### src/rtl/casez_lut_sig.sv
// Registered nested-casez LUT decoder with a MISR signature accumulator.
// Define CASEZ_LUT_SIG_XOR_EN to XOR each mode-2'b00 lane with in_data[0].
module casez_lut_sig #(
  parameter int             IN_W  = 24,
  parameter int             OUT_W = 1,
  parameter int             SIG_W = 64,
  parameter int             CNT_W = 16,
  parameter logic [1023:0]  LUT   = 1024'h29_8593_2C4D
) (
  input  logic             clk,
  input  logic             reset_l,
  input  logic             start,
  input  logic [CNT_W-1:0] num_samples,
  input  logic             in_valid,
  output logic             in_ready,
  input  logic [IN_W-1:0]  in_data,
  output logic             out_valid,
  output logic [OUT_W-1:0] out_data,
  output logic [SIG_W-1:0] sig,
  output logic             done
);

  localparam int LUT_IDX_W = 10;

  typedef enum logic [1:0] {
    IDLE = 2'd0,
    RUN  = 2'd1,
    DONE = 2'd2
  } state_t;

  state_t             state_q;
  logic               in_ready_q;
  logic               out_valid_q;
  logic [OUT_W-1:0]   out_data_q;
  logic [SIG_W-1:0]   sig_q;
  logic               done_q;
  logic [CNT_W-1:0]   acc_cnt_q;
  logic [CNT_W-1:0]   upd_cnt_q;
  logic [CNT_W-1:0]   num_q;

  logic [5:0]           entry;
  logic [LUT_IDX_W-1:0] lut_base;
  logic [OUT_W-1:0]     out_data_d;
  logic [SIG_W-1:0]     sig_d;
  logic [CNT_W-1:0]     acc_cnt_inc;
  logic [CNT_W-1:0]     upd_cnt_inc;
  logic                 accept;

  // Only the mode, bit 4 and the low selector bits take part in the decode.
  logic unused_in_bits;
  assign unused_in_bits = ^{in_data[IN_W-1:18], in_data[15:5], in_data[3]};

  always_comb begin
    // NOTE: every combinational output gets a default first so no path can infer a latch.
    entry = '0;
    casez (in_data[17:16])
      2'b00:   entry = {3'b000, in_data[2:0]};
      2'b01:   entry = 6'd10 + {3'b000, in_data[2:0]};
      2'b1?:   entry = (in_data[4] ? 6'd20 : 6'd30) + {3'b000, in_data[2:0]};
      default: entry = '0;
    endcase
    lut_base   = LUT_IDX_W'(entry) * LUT_IDX_W'(OUT_W);
    out_data_d = LUT[lut_base +: OUT_W];
`ifdef CASEZ_LUT_SIG_XOR_EN
    if (in_data[17:16] == 2'b00) out_data_d = out_data_d ^ {OUT_W{in_data[0]}};
`endif
  end

  assign sig_d       = {sig_q[SIG_W-2:0], sig_q[SIG_W-1] ^ sig_q[2] ^ sig_q[0]}
                       ^ SIG_W'(out_data_q);
  assign accept      = (state_q == RUN) && in_valid && in_ready_q;
  assign acc_cnt_inc = acc_cnt_q + CNT_W'(1);
  assign upd_cnt_inc = upd_cnt_q + CNT_W'(1);

  // NOTE: all state uses non-blocking assignments so every register samples pre-edge values.
  always_ff @(posedge clk or negedge reset_l) begin
    if (!reset_l) begin
      state_q     <= IDLE;
      in_ready_q  <= 1'b0;
      out_valid_q <= 1'b0;
      out_data_q  <= '0;
      sig_q       <= '0;
      done_q      <= 1'b0;
      acc_cnt_q   <= '0;
      upd_cnt_q   <= '0;
      num_q       <= '0;
    end else begin
      out_valid_q <= 1'b0;
      case (state_q)
        IDLE, DONE: begin
          if (start) begin
            sig_q     <= '0;
            acc_cnt_q <= '0;
            upd_cnt_q <= '0;
            num_q     <= num_samples;
            if (num_samples != '0) begin
              state_q    <= RUN;
              in_ready_q <= 1'b1;
              done_q     <= 1'b0;
            end else begin
              state_q <= DONE;
              done_q  <= 1'b1;
            end
          end
        end
        RUN: begin
          if (accept) begin
            acc_cnt_q   <= acc_cnt_inc;
            out_valid_q <= 1'b1;
            out_data_q  <= out_data_d;
            if (acc_cnt_inc == num_q) in_ready_q <= 1'b0;
          end
          // The run ends on the last signature update, one edge after the last accept.
          if (out_valid_q) begin
            sig_q     <= sig_d;
            upd_cnt_q <= upd_cnt_inc;
            if (upd_cnt_inc == num_q) begin
              state_q <= DONE;
              done_q  <= 1'b1;
            end
          end
        end
        default: state_q <= IDLE;
      endcase
    end
  end

  assign in_ready  = in_ready_q;
  assign out_valid = out_valid_q;
  assign out_data  = out_data_q;
  assign sig       = sig_q;
  assign done      = done_q;

endmodule

### config.mk
export PLATFORM = sky130hd
export DESIGN_NAME = casez_lut_sig
export DESIGN_NICKNAME = d
export VERILOG_FILES = /design/src/rtl/casez_lut_sig.sv
export SDC_FILE = /design/constraint.sdc
export NUM_CORES = 1
export LEC_CHECK = 0
export ABC_AREA = 1
export CORE_MARGIN = 2
export CORE_UTILIZATION = 59
export CTS_BUF_LIST = sky130_fd_sc_hd__clkbuf_4
export DETAILED_ROUTE_END_ITERATION = 6
export GPL_ROUTABILITY_DRIVEN = 0
export PLACE_DENSITY_LB_ADDON = 0.12
export RECOVER_POWER = 25
export SYNTH_ARGS = -nofsm -noshare
export SYNTH_HDL_FRONTEND = slang
export SYNTH_SLANG_ARGS = --single-unit
### constraint.sdc
create_clock -name clk -period 3.5 [get_ports clk]
set_input_delay 0.7 -clock clk [delete_from_list [all_inputs] [get_ports clk]]
set_output_delay 0.7 -clock clk [all_outputs]
set_load 0.02 [all_outputs]
==> impl_table.tex, run 1 <==
\begin{tabular}{lr}
\hline
Metric & Value \\
\hline
\multicolumn{2}{l}{\textbf{Synth}} \\
Cell Area, Synth & $\sim$0.0062 mm² \\
Net count after synthesis & 835 \\
Area share of the largest cell type after synthesis & 0.478 \\
Most area-hungry cell type in the Yosys netlist & sky130\_fd\_sc\_hd\_\_dfrtp\_1 \\
Cell count after synthesis & 780 \\
Syn. warnings & 0 \\
Leading cell types by total area after synthesis & sky130\_fd\_sc\_hd\_\_dfrtp\_1 48\%, sky130\_fd\_sc\_hd\_\_nand2\_1 12\%, sky130\_fd\_sc\_hd\_\_nand3\_1 7.5\% \\
Seq cells post-synth & between 100 and 150 \\
Count of cell types in the netlist & 31 \\
Mean instance size in the synthesized netlist & slightly below 8 µm² \\
Register area share after synthesis & 0.478 \\
\multicolumn{2}{l}{\textbf{Clock tree}} \\
Root buffer cell & sky130\_fd\_sc\_hd\_\_clkbuf\_4 \\
Level count of the clock H-tree & 4 \\
CTS Buf Count & 17 \\
Hold buffers post-CTS & 0 \\
Sink Count & 118 \\
Number of cells upsized or downsized after cts & 0 \\
Clk Latency, worst-skew pair & 530 ps \\
Post-CTS Repair Setup Buffers & 0 \\
Number of buffers on the longest clock path & 2 \\
Clock-pin slew of the registers on the worst-case setup and hold paths & 110 ps \\
CTS tree & done \\
\multicolumn{2}{l}{\textbf{Timing}} \\
Max\_slew headroom & -0.0150 \\
Worst clock skew on the final layout & 18.7 ps \\
Final Hold Vio Count & 0 \\
Final critical-path share of the clock period & 0.734 \\
Slew @ Worst Pin & roughly 1500 ps \\
Max Clock Freq & 390 MHz \\
Worst hold margin & 491 ps \\
Minimum period implied by the final worst setup slack & 2570 ps \\
Number of pins with negative max-slew slack in the final report & 29 \\
Total negative slack for setup checks & 0 ps \\
Unrepaired setup endpoints after global routing & no \\
Setup-failing EPs final & 0 \\
\multicolumn{2}{l}{\textbf{Die}} \\
Chip Height & 106 µm \\
Die width & 106 µm \\
Ports placed on the boundary & approximately 110 \\
Starting density of the core & 0.603 \\
Total Die Area & 0.0113 mm² \\
Number of standard-cell rows in the floorplan & 37 \\
Floorplan core area & 0.0102 mm² \\
\multicolumn{2}{l}{\textbf{Cells and area}} \\
Fraction of layout cells with a size suffix above 1 & 0.0688 \\
Antenna Cells & 0 \\
Area growth from synthesis to final layout & 21.7\% \\
Final-stage net count & a little over 900 \\
Final core utilization & 0.734 \\
\multicolumn{2}{l}{\textbf{Critical path}} \\
Most frequent cell on the critical path & sky130\_fd\_sc\_hd\_\_nand2\_2 \\
Highest-delay cell along the critical path & sky130\_fd\_sc\_hd\_\_buf\_4 \\
Sort of element at the start of the critical path & flop \\
Worst EP required & between 3000 and 4000 ps \\
Worst setup EP type & flop \\
Worst setup path startpoint & state\_q[0] \\
Longest individual stage delay on the worst path & 610 ps \\
Number of buffer and inverter stages on the critical path & 2 \\
Critical path data arrival time & about 3000 ps \\
Peak fanout along the critical path & 80 \\
Critical register-to-register path startpoint & state\_q[0] \\
Crit path max-delay family & simple AND/OR/NAND/NOR gates \\
Startpoint-to-endpoint class of the critical path & reg2reg \\
Chain of cells forming the critical path & inv\_1 > nor2\_2 > nand2\_2 > nand2\_2 > buf\_4 > nand3\_1 > o21ai\_0 \\
\multicolumn{2}{l}{\textbf{Routing}} \\
Antenna-violating nets left & 0 \\
Violation count after the first detailed-routing iteration & 292 \\
First-pass iteration count of the detailed router & 7 \\
Post-route DRC & 1 \\
Detail-routed net length per standard cell & 15.3 µm \\
Total via count after detailed routing & 5700 \\
Via count normalized by instance count & 5.58 \\
Total wirelength of the detailed-routed design & roughly 16000 µm \\
\multicolumn{2}{l}{\textbf{Power}} \\
Relative contribution of the clock network to total power & 0.410 \\
Power density of the placed cells & 332 mW/mm² \\
Relative contribution of sequential cells to total power & 0.547 \\
Switching share of power & 0.261 \\
Sw Pwr & around 650 µW \\
Leakage dissipation & 0.00385 µW \\
Max rail drop VDD & 274 µV \\
P\_int & roughly 1800 µW \\
Share of power burned in combinational logic & 0.043 \\
\multicolumn{2}{l}{\textbf{Global routing}} \\
Sum of overflow across all layers after global routing & 0 \\
Aggregate global-route resource usage & 0.293 \\
Antenna violations before repair & 0 \\
Wire length of the first global-routing pass & 26200 µm \\
Number of global-route vias before repair & 5691 \\
Pin count of the biggest net entering global routing & 81 \\
\multicolumn{2}{l}{\textbf{Min path}} \\
Class of the tightest hold or removal check & reg2reg \\
Startpoint of the worst hold path & done \\
\multicolumn{2}{l}{\textbf{Status}} \\
Failing checks & design-rule violations, max-capacitance violations, max-slew violations \\
Run status & complete, but fails checks \\
\multicolumn{2}{l}{\textbf{Job}} \\
Reported max-cap violation count & 1 \\
\multicolumn{2}{l}{\textbf{Placement}} \\
Number of I/O port buffers & 93 \\
DP Wirelength & 11100 µm \\
\hline
\end{tabular}
-- cells in the final DEF, fill, tap and decap left out, types with 2 or more instances in the layout --
cell type and count:
sky130_fd_sc_hd__nor3_1 2, sky130_fd_sc_hd__xor2_1 10, sky130_fd_sc_hd__ha_1 11, sky130_fd_sc_hd__bufinv_16 2, sky130_fd_sc_hd__nor2_2 8, sky130_fd_sc_hd__clkinvlp_4 4
sky130_fd_sc_hd__nand2_1 199, sky130_fd_sc_hd__clkbuf_2 2, sky130_fd_sc_hd__clkbuf_1 2, sky130_fd_sc_hd__nand2_2 5, sky130_fd_sc_hd__inv_6 7, sky130_fd_sc_hd__buf_4 5
sky130_fd_sc_hd__clkdlybuf4s50_1 92, sky130_fd_sc_hd__dfrtp_1 118, sky130_fd_sc_hd__nor2_1 54, sky130_fd_sc_hd__o31ai_1 29, sky130_fd_sc_hd__xnor3_1 3, sky130_fd_sc_hd__o22ai_1 27
sky130_fd_sc_hd__xnor2_1 5, sky130_fd_sc_hd__clkbuf_4 17, sky130_fd_sc_hd__mux2_2 2, sky130_fd_sc_hd__inv_1 97, sky130_fd_sc_hd__a21oi_1 16, sky130_fd_sc_hd__nand3_2 3
sky130_fd_sc_hd__nand3_1 92, sky130_fd_sc_hd__nand4_1 13, sky130_fd_sc_hd__o21ai_0 50
-- worst min-delay path: stages (launching register included) --
cell and delay [ps]:
sky130_fd_sc_hd__dfrtp_1 370, sky130_fd_sc_hd__nand2_1 50, sky130_fd_sc_hd__nand2_1 50
-- routing by layer --
layer,GRT usage,vias up,routed length (µm)
li1,-,2765,-
met1,0.371,2721,6480
met2,0.478,183,7730
met3,0.0773,31,1060
met4,0.121,0,417
met5,0,-,0
-- cells in the mapped netlist --
library cell and instances:
sky130_fd_sc_hd__or2_2 1, sky130_fd_sc_hd__nor2_2 7, sky130_fd_sc_hd__o22ai_1 27, sky130_fd_sc_hd__nor2_4 1, sky130_fd_sc_hd__a21oi_1 16, sky130_fd_sc_hd__xor2_1 10, sky130_fd_sc_hd__buf_2 3, sky130_fd_sc_hd__inv_2 1
sky130_fd_sc_hd__a22oi_1 1, sky130_fd_sc_hd__mux2_2 2, sky130_fd_sc_hd__nand2_1 199, sky130_fd_sc_hd__ha_1 11, sky130_fd_sc_hd__dfrtp_1 118, sky130_fd_sc_hd__xnor2_1 5, sky130_fd_sc_hd__nor3_1 2, sky130_fd_sc_hd__nor3_2 1
sky130_fd_sc_hd__o211ai_1 1, sky130_fd_sc_hd__buf_1 3, sky130_fd_sc_hd__nand4_1 13, sky130_fd_sc_hd__nand2_2 5, sky130_fd_sc_hd__o21ai_1 1, sky130_fd_sc_hd__xnor3_1 3, sky130_fd_sc_hd__clkinv_1 1, sky130_fd_sc_hd__nand3_2 3
sky130_fd_sc_hd__inv_1 97, sky130_fd_sc_hd__o31ai_1 29, sky130_fd_sc_hd__o21ai_0 50, sky130_fd_sc_hd__nand3_1 92, sky130_fd_sc_hd__o2111ai_1 1, sky130_fd_sc_hd__nor2_1 55, sky130_fd_sc_hd__clkbuf_1 21
-- power groups by stage --
stage          clock [µW]  combinational [µW]  sequential (µW)
6_report             1020                 107             1360
5_1_grt              1100                 122             1360
4_1_cts              1040                 110             1360
3_5_place_dp            0                 110             1390
3_3_place_gp            0                 103             1390
2_1_floorplan           0                35.3             1390
-- layout make-up --
cell class | count | area [µm²]
inverters | 99 | 372
fillers | 794 | 2720
clock inverters | 15 | 165
clock buffers | 17 | 128
well taps | 136 | 170
multi-input cells | 536 | 2750
flip-flops and latches | 118 | 2950
repair buffers | 101 | 976
-- sequential cells by signal, indices dropped and copies added, names as in the netlist --
name	cells
upd_cnt_q	16
done	1
acc_cnt_q	16
state_q	2
out_valid	1
num_q	16
out_data	1
in_ready	1
sig	64
-- per-stage QoR --
stage / setup WS (ps) / std cells / cell area [µm²] / power, µW
final: 933 / 1022 / 7510 / 2490
after CTS: 919 / 1022 / 7520 / 2510
after global routing: 527 / 1022 / 7510 / 2580
after floorplan: 1350 / 780 / 6170 / 1420
after global placement: 753 / 990 / 7230 / 1490
after detailed placement: 603 / 990 / 7230 / 1500
-- logic make-up after synthesis --
family	after synthesis	share of synthesized area
xor+xnor	18	0.0322
compound gates	126	0.121
flops	118	0.478
fa+ha+maj	11	0.0223
simple gates	379	0.265
mux	2	0.00365
buf+inv	126	0.0772
-- worst paths after layout --
| path | to | slack (ps) | cells past startpoint |
|---|---|---|---|
| min in group asynchronous | acc_cnt_q[9] | 510 | 1 |
| hold reg to reg | done | 490 | 2 |
| max in group asynchronous | num_q[10] | 960 | 2 |
| setup reg to reg | sig[3] | 930 | 7 |
| setup / recovery | sig[3] | 930 | 7 |
| hold / removal | done | 490 | 2 |
Note: power is estimated with default switching activity, not from simulation.
==> inputs of run 2 (changes only) <==
--- a/config.mk
+++ b/config.mk
@@ -7,7 +7,7 @@
 export LEC_CHECK = 0
 export ABC_AREA = 1
 export CORE_MARGIN = 2
-export CORE_UTILIZATION = 59
+export CORE_UTILIZATION = 55
 export CTS_BUF_LIST = sky130_fd_sc_hd__clkbuf_4
 export DETAILED_ROUTE_END_ITERATION = 6
 export GPL_ROUTABILITY_DRIVEN = 0
==> constraint.sdc (replaced) <==
create_clock -name clk -period 2.4 [get_ports clk]
set_input_delay 0.48 -clock clk [delete_from_list [all_inputs] [get_ports clk]]
set_output_delay 0.48 -clock clk [all_outputs]
set_load 0.02 [all_outputs]
==> impl_table.tex, run 2 (same netlist as run 1, synthesis figures left out) <==
\begin{tabular}{lr}
\hline
Metric & Value \\
\hline
\multicolumn{2}{l}{\textbf{Status}} \\
Run status & finished clean \\
\multicolumn{2}{l}{\textbf{Critical path}} \\
Peak fanout along the critical path & 6 (-93\%) \\
Sort of element at the start of the critical path & flop \\
Worst EP required & 2830 ps (-1120 ps) \\
Critical path data arrival time & 2680 ps (-330 ps) \\
Startpoint-to-endpoint class of the critical path & reg2reg \\
Worst setup EP type & flop \\
\multicolumn{2}{l}{\textbf{Clock tree}} \\
Number of buffers on the longest clock path & 2 (unchanged) \\
CTS Buf Count & 17 (unchanged) \\
Root buffer cell & sky130\_fd\_sc\_hd\_\_clkbuf\_4 \\
Post-CTS Repair Setup Buffers & 0 (unchanged) \\
Clk Latency, worst-skew pair & 540 ps (about the same) \\
Sink Count & 118 (unchanged) \\
CTS tree & done \\
Level count of the clock H-tree & 4 (unchanged) \\
Clock-pin slew of the registers on the worst-case setup and hold paths & 100 ps (about the same) \\
\multicolumn{2}{l}{\textbf{Timing}} \\
Max\_slew headroom & 0.438 (+0.453) \\
Setup-failing EPs final & 0 (unchanged) \\
Minimum period implied by the final worst setup slack & 2250 ps (-317 ps) \\
Worst clock skew on the final layout & 19.1 ps (+0.420 ps) \\
Slew @ Worst Pin & 843 ps (-679 ps) \\
Max Clock Freq & 444 MHz (+14\%) \\
Unrepaired setup endpoints after global routing & no \\
Final critical-path share of the clock period & 0.938 (+0.204) \\
PnR worst setup slack & 150 ps (-783 ps) \\
Number of pins with negative max-slew slack in the final report & 0 (-100\%) \\
Final Hold Vio Count & 0 (unchanged) \\
\multicolumn{2}{l}{\textbf{Cells and area}} \\
Number of fill cells & 916 (+15\%) \\
Post-layout instance count excluding filler cells & 1036 (+1.4\%) \\
Max FFs per register & 64 (unchanged) \\
Fraction of layout cells with a size suffix above 1 & 0.0737 (+0.00489) \\
Most common library cell in the layout ignoring fill and taps & sky130\_fd\_sc\_hd\_\_nand2\_1 \\
Commonest cells after routing, fill and taps aside & 199 x sky130\_fd\_sc\_hd\_\_nand2\_1, 118 x sky130\_fd\_sc\_hd\_\_dfrtp\_1, 97 x sky130\_fd\_sc\_hd\_\_inv\_1, 92 x sky130\_fd\_sc\_hd\_\_nand3\_1, 92 x sky130\_fd\_sc\_hd\_\_clkdlybuf4s50\_1 \\
Final-stage net count & 938 (+1.1\%) \\
Area growth from synthesis to final layout & 22.2\% \\
\multicolumn{2}{l}{\textbf{Power}} \\
Leakage dissipation & 0.00390 µW (+1.2\%) \\
Max rail drop VDD & 455 µV (+66\%) \\
Power density of the placed cells & 454 mW/mm² (+37\%) \\
\multicolumn{2}{l}{\textbf{Job}} \\
Reported max-cap violation count & 0 (-1) \\
\multicolumn{2}{l}{\textbf{Global routing}} \\
Aggregate global-route resource usage & 0.287 (-0.00560) \\
Number of global-route vias before repair & 5591 (-1.8\%) \\
Sum of overflow across all layers after global routing & 0 (unchanged) \\
Wire length of the first global-routing pass & 26600 µm (+1.8\%) \\
Pin count of the biggest net entering global routing & 64 (-21\%) \\
Antenna violations before repair & 1 (+1) \\
\multicolumn{2}{l}{\textbf{Placement}} \\
Cell total after placement & 1003 (+1.3\%) \\
Worst setup timing slack at the placement stage & -168 ps (-771 ps) \\
DP Wirelength & 11700 µm (+5.3\%) \\
Number of I/O port buffers & 93 (unchanged) \\
\multicolumn{2}{l}{\textbf{Routing}} \\
Total wirelength of the detailed-routed design & 16200 µm (+3.2\%) \\
First-pass iteration count of the detailed router & 5 (-2) \\
Total via count after detailed routing & 5836 (+2.4\%) \\
Antenna-violating nets left & 0 (unchanged) \\
Post-route DRC & 0 (-1) \\
Via count normalized by instance count & 5.63 (+1.0\%) \\
Violation count after the first detailed-routing iteration & 375 (+28\%) \\
Detail-routed net length per standard cell & 15.6 µm (+1.8\%) \\
\multicolumn{2}{l}{\textbf{Die}} \\
Number of standard-cell rows in the floorplan & 38 (+2.7\%) \\
Floorplan core area & 0.0109 mm² (+6.4\%) \\
Ports placed on the boundary & 112 (unchanged) \\
Die width & 110 µm (+3.4\%) \\
Total Die Area & 0.0121 mm² (+7.0\%) \\
Starting density of the core & 0.567 (-0.0364) \\
Chip Height & 110 µm (+3.4\%) \\
\multicolumn{2}{l}{\textbf{Min path}} \\
Class of the tightest hold or removal check & in2async \\
\hline
\end{tabular}
-- run 2: routing by layer --
layer	vias up	GRT usage	wire (µm)
met3	51	0.0806	1090
li1	2783	-	-
met1	2791	0.352	6610
met4	0	0.134	588
met2	211	0.469	7890
met5	-	0	0
-- run 2: metrics by stage --
step | hold WS, ps | util | cell area (µm²) | setup TNS [ps] | power (µW)
after floorplan | 184 | - | 6170 | 0 | 2080
after global placement | 440 | 0.672 | 7310 | -52.6 | 2180
after detailed placement | 442 | 0.672 | 7310 | -168 | 2200
after CTS | 398 | 0.694 | 7550 | 0 | 3450
after global routing | 426 | 0.693 | 7540 | 0 | 3560
final | 406 | 0.693 | 7540 | 0 | 3420
-- run 2: worst max-delay path, cell delays in order, from the launching register on --
cell and delay [ps]:
sky130_fd_sc_hd__dfrtp_1 470, sky130_fd_sc_hd__ha_1 250, sky130_fd_sc_hd__nand3_1 170, sky130_fd_sc_hd__inv_1 120, sky130_fd_sc_hd__nand2_1 110, sky130_fd_sc_hd__nor2_1 210, sky130_fd_sc_hd__xor2_1 230, sky130_fd_sc_hd__nand2_1 70
sky130_fd_sc_hd__nand2_1 60, sky130_fd_sc_hd__nand2_1 60, sky130_fd_sc_hd__nor2_1 90, sky130_fd_sc_hd__nand4_1 150, sky130_fd_sc_hd__nand2_1 100, sky130_fd_sc_hd__nand2_1 50
-- run 2: timing repair --
| action | 4_1_cts | 5_1_grt |
|---|---|---|
| resized for setup | 0 | 0 |
| hold endpoints to repair | 27 | 0 |
| hold buffers | 1 | 0 |
-- run 2: final timing paths --
path	cells after the start	slack, ps	endpoint	from
hold reg to reg	2	510	in_ready	in_ready
setup / recovery	13	150	in_ready	acc_cnt_q[0]
hold / removal	2	410	acc_cnt_q[12]	reset_l
min in group clk	2	510	in_ready	in_ready
max in group asynchronous	3	770	sig[30]	reset_l
setup reg to reg	13	150	in_ready	acc_cnt_q[0]
-- run 2: area by class of cell --
| type | instances | area (µm²) | share of cell area |
|---|---|---|---|
| multi-input combinational | 536 | 2750 | 0.364 |
| timing repair buffer | 111 | 1070 | 0.141 |
| antenna | 1 | 2.50 | 0.000332 |
| tap | 140 | 175 | 0.0232 |
| inverter | 99 | 372 | 0.0493 |
| sequential | 118 | 2950 | 0.391 |
| clock buffer | 23 | 173 | 0.0229 |
| clock inverter | 8 | 58.8 | 0.00779 |
-- run 2: report_power, final --
part           switching, µW  total, µW  internal (µW)
Combinational            103        171           68.8
Sequential                 0       1990           1990
Clock                    708       1260            557
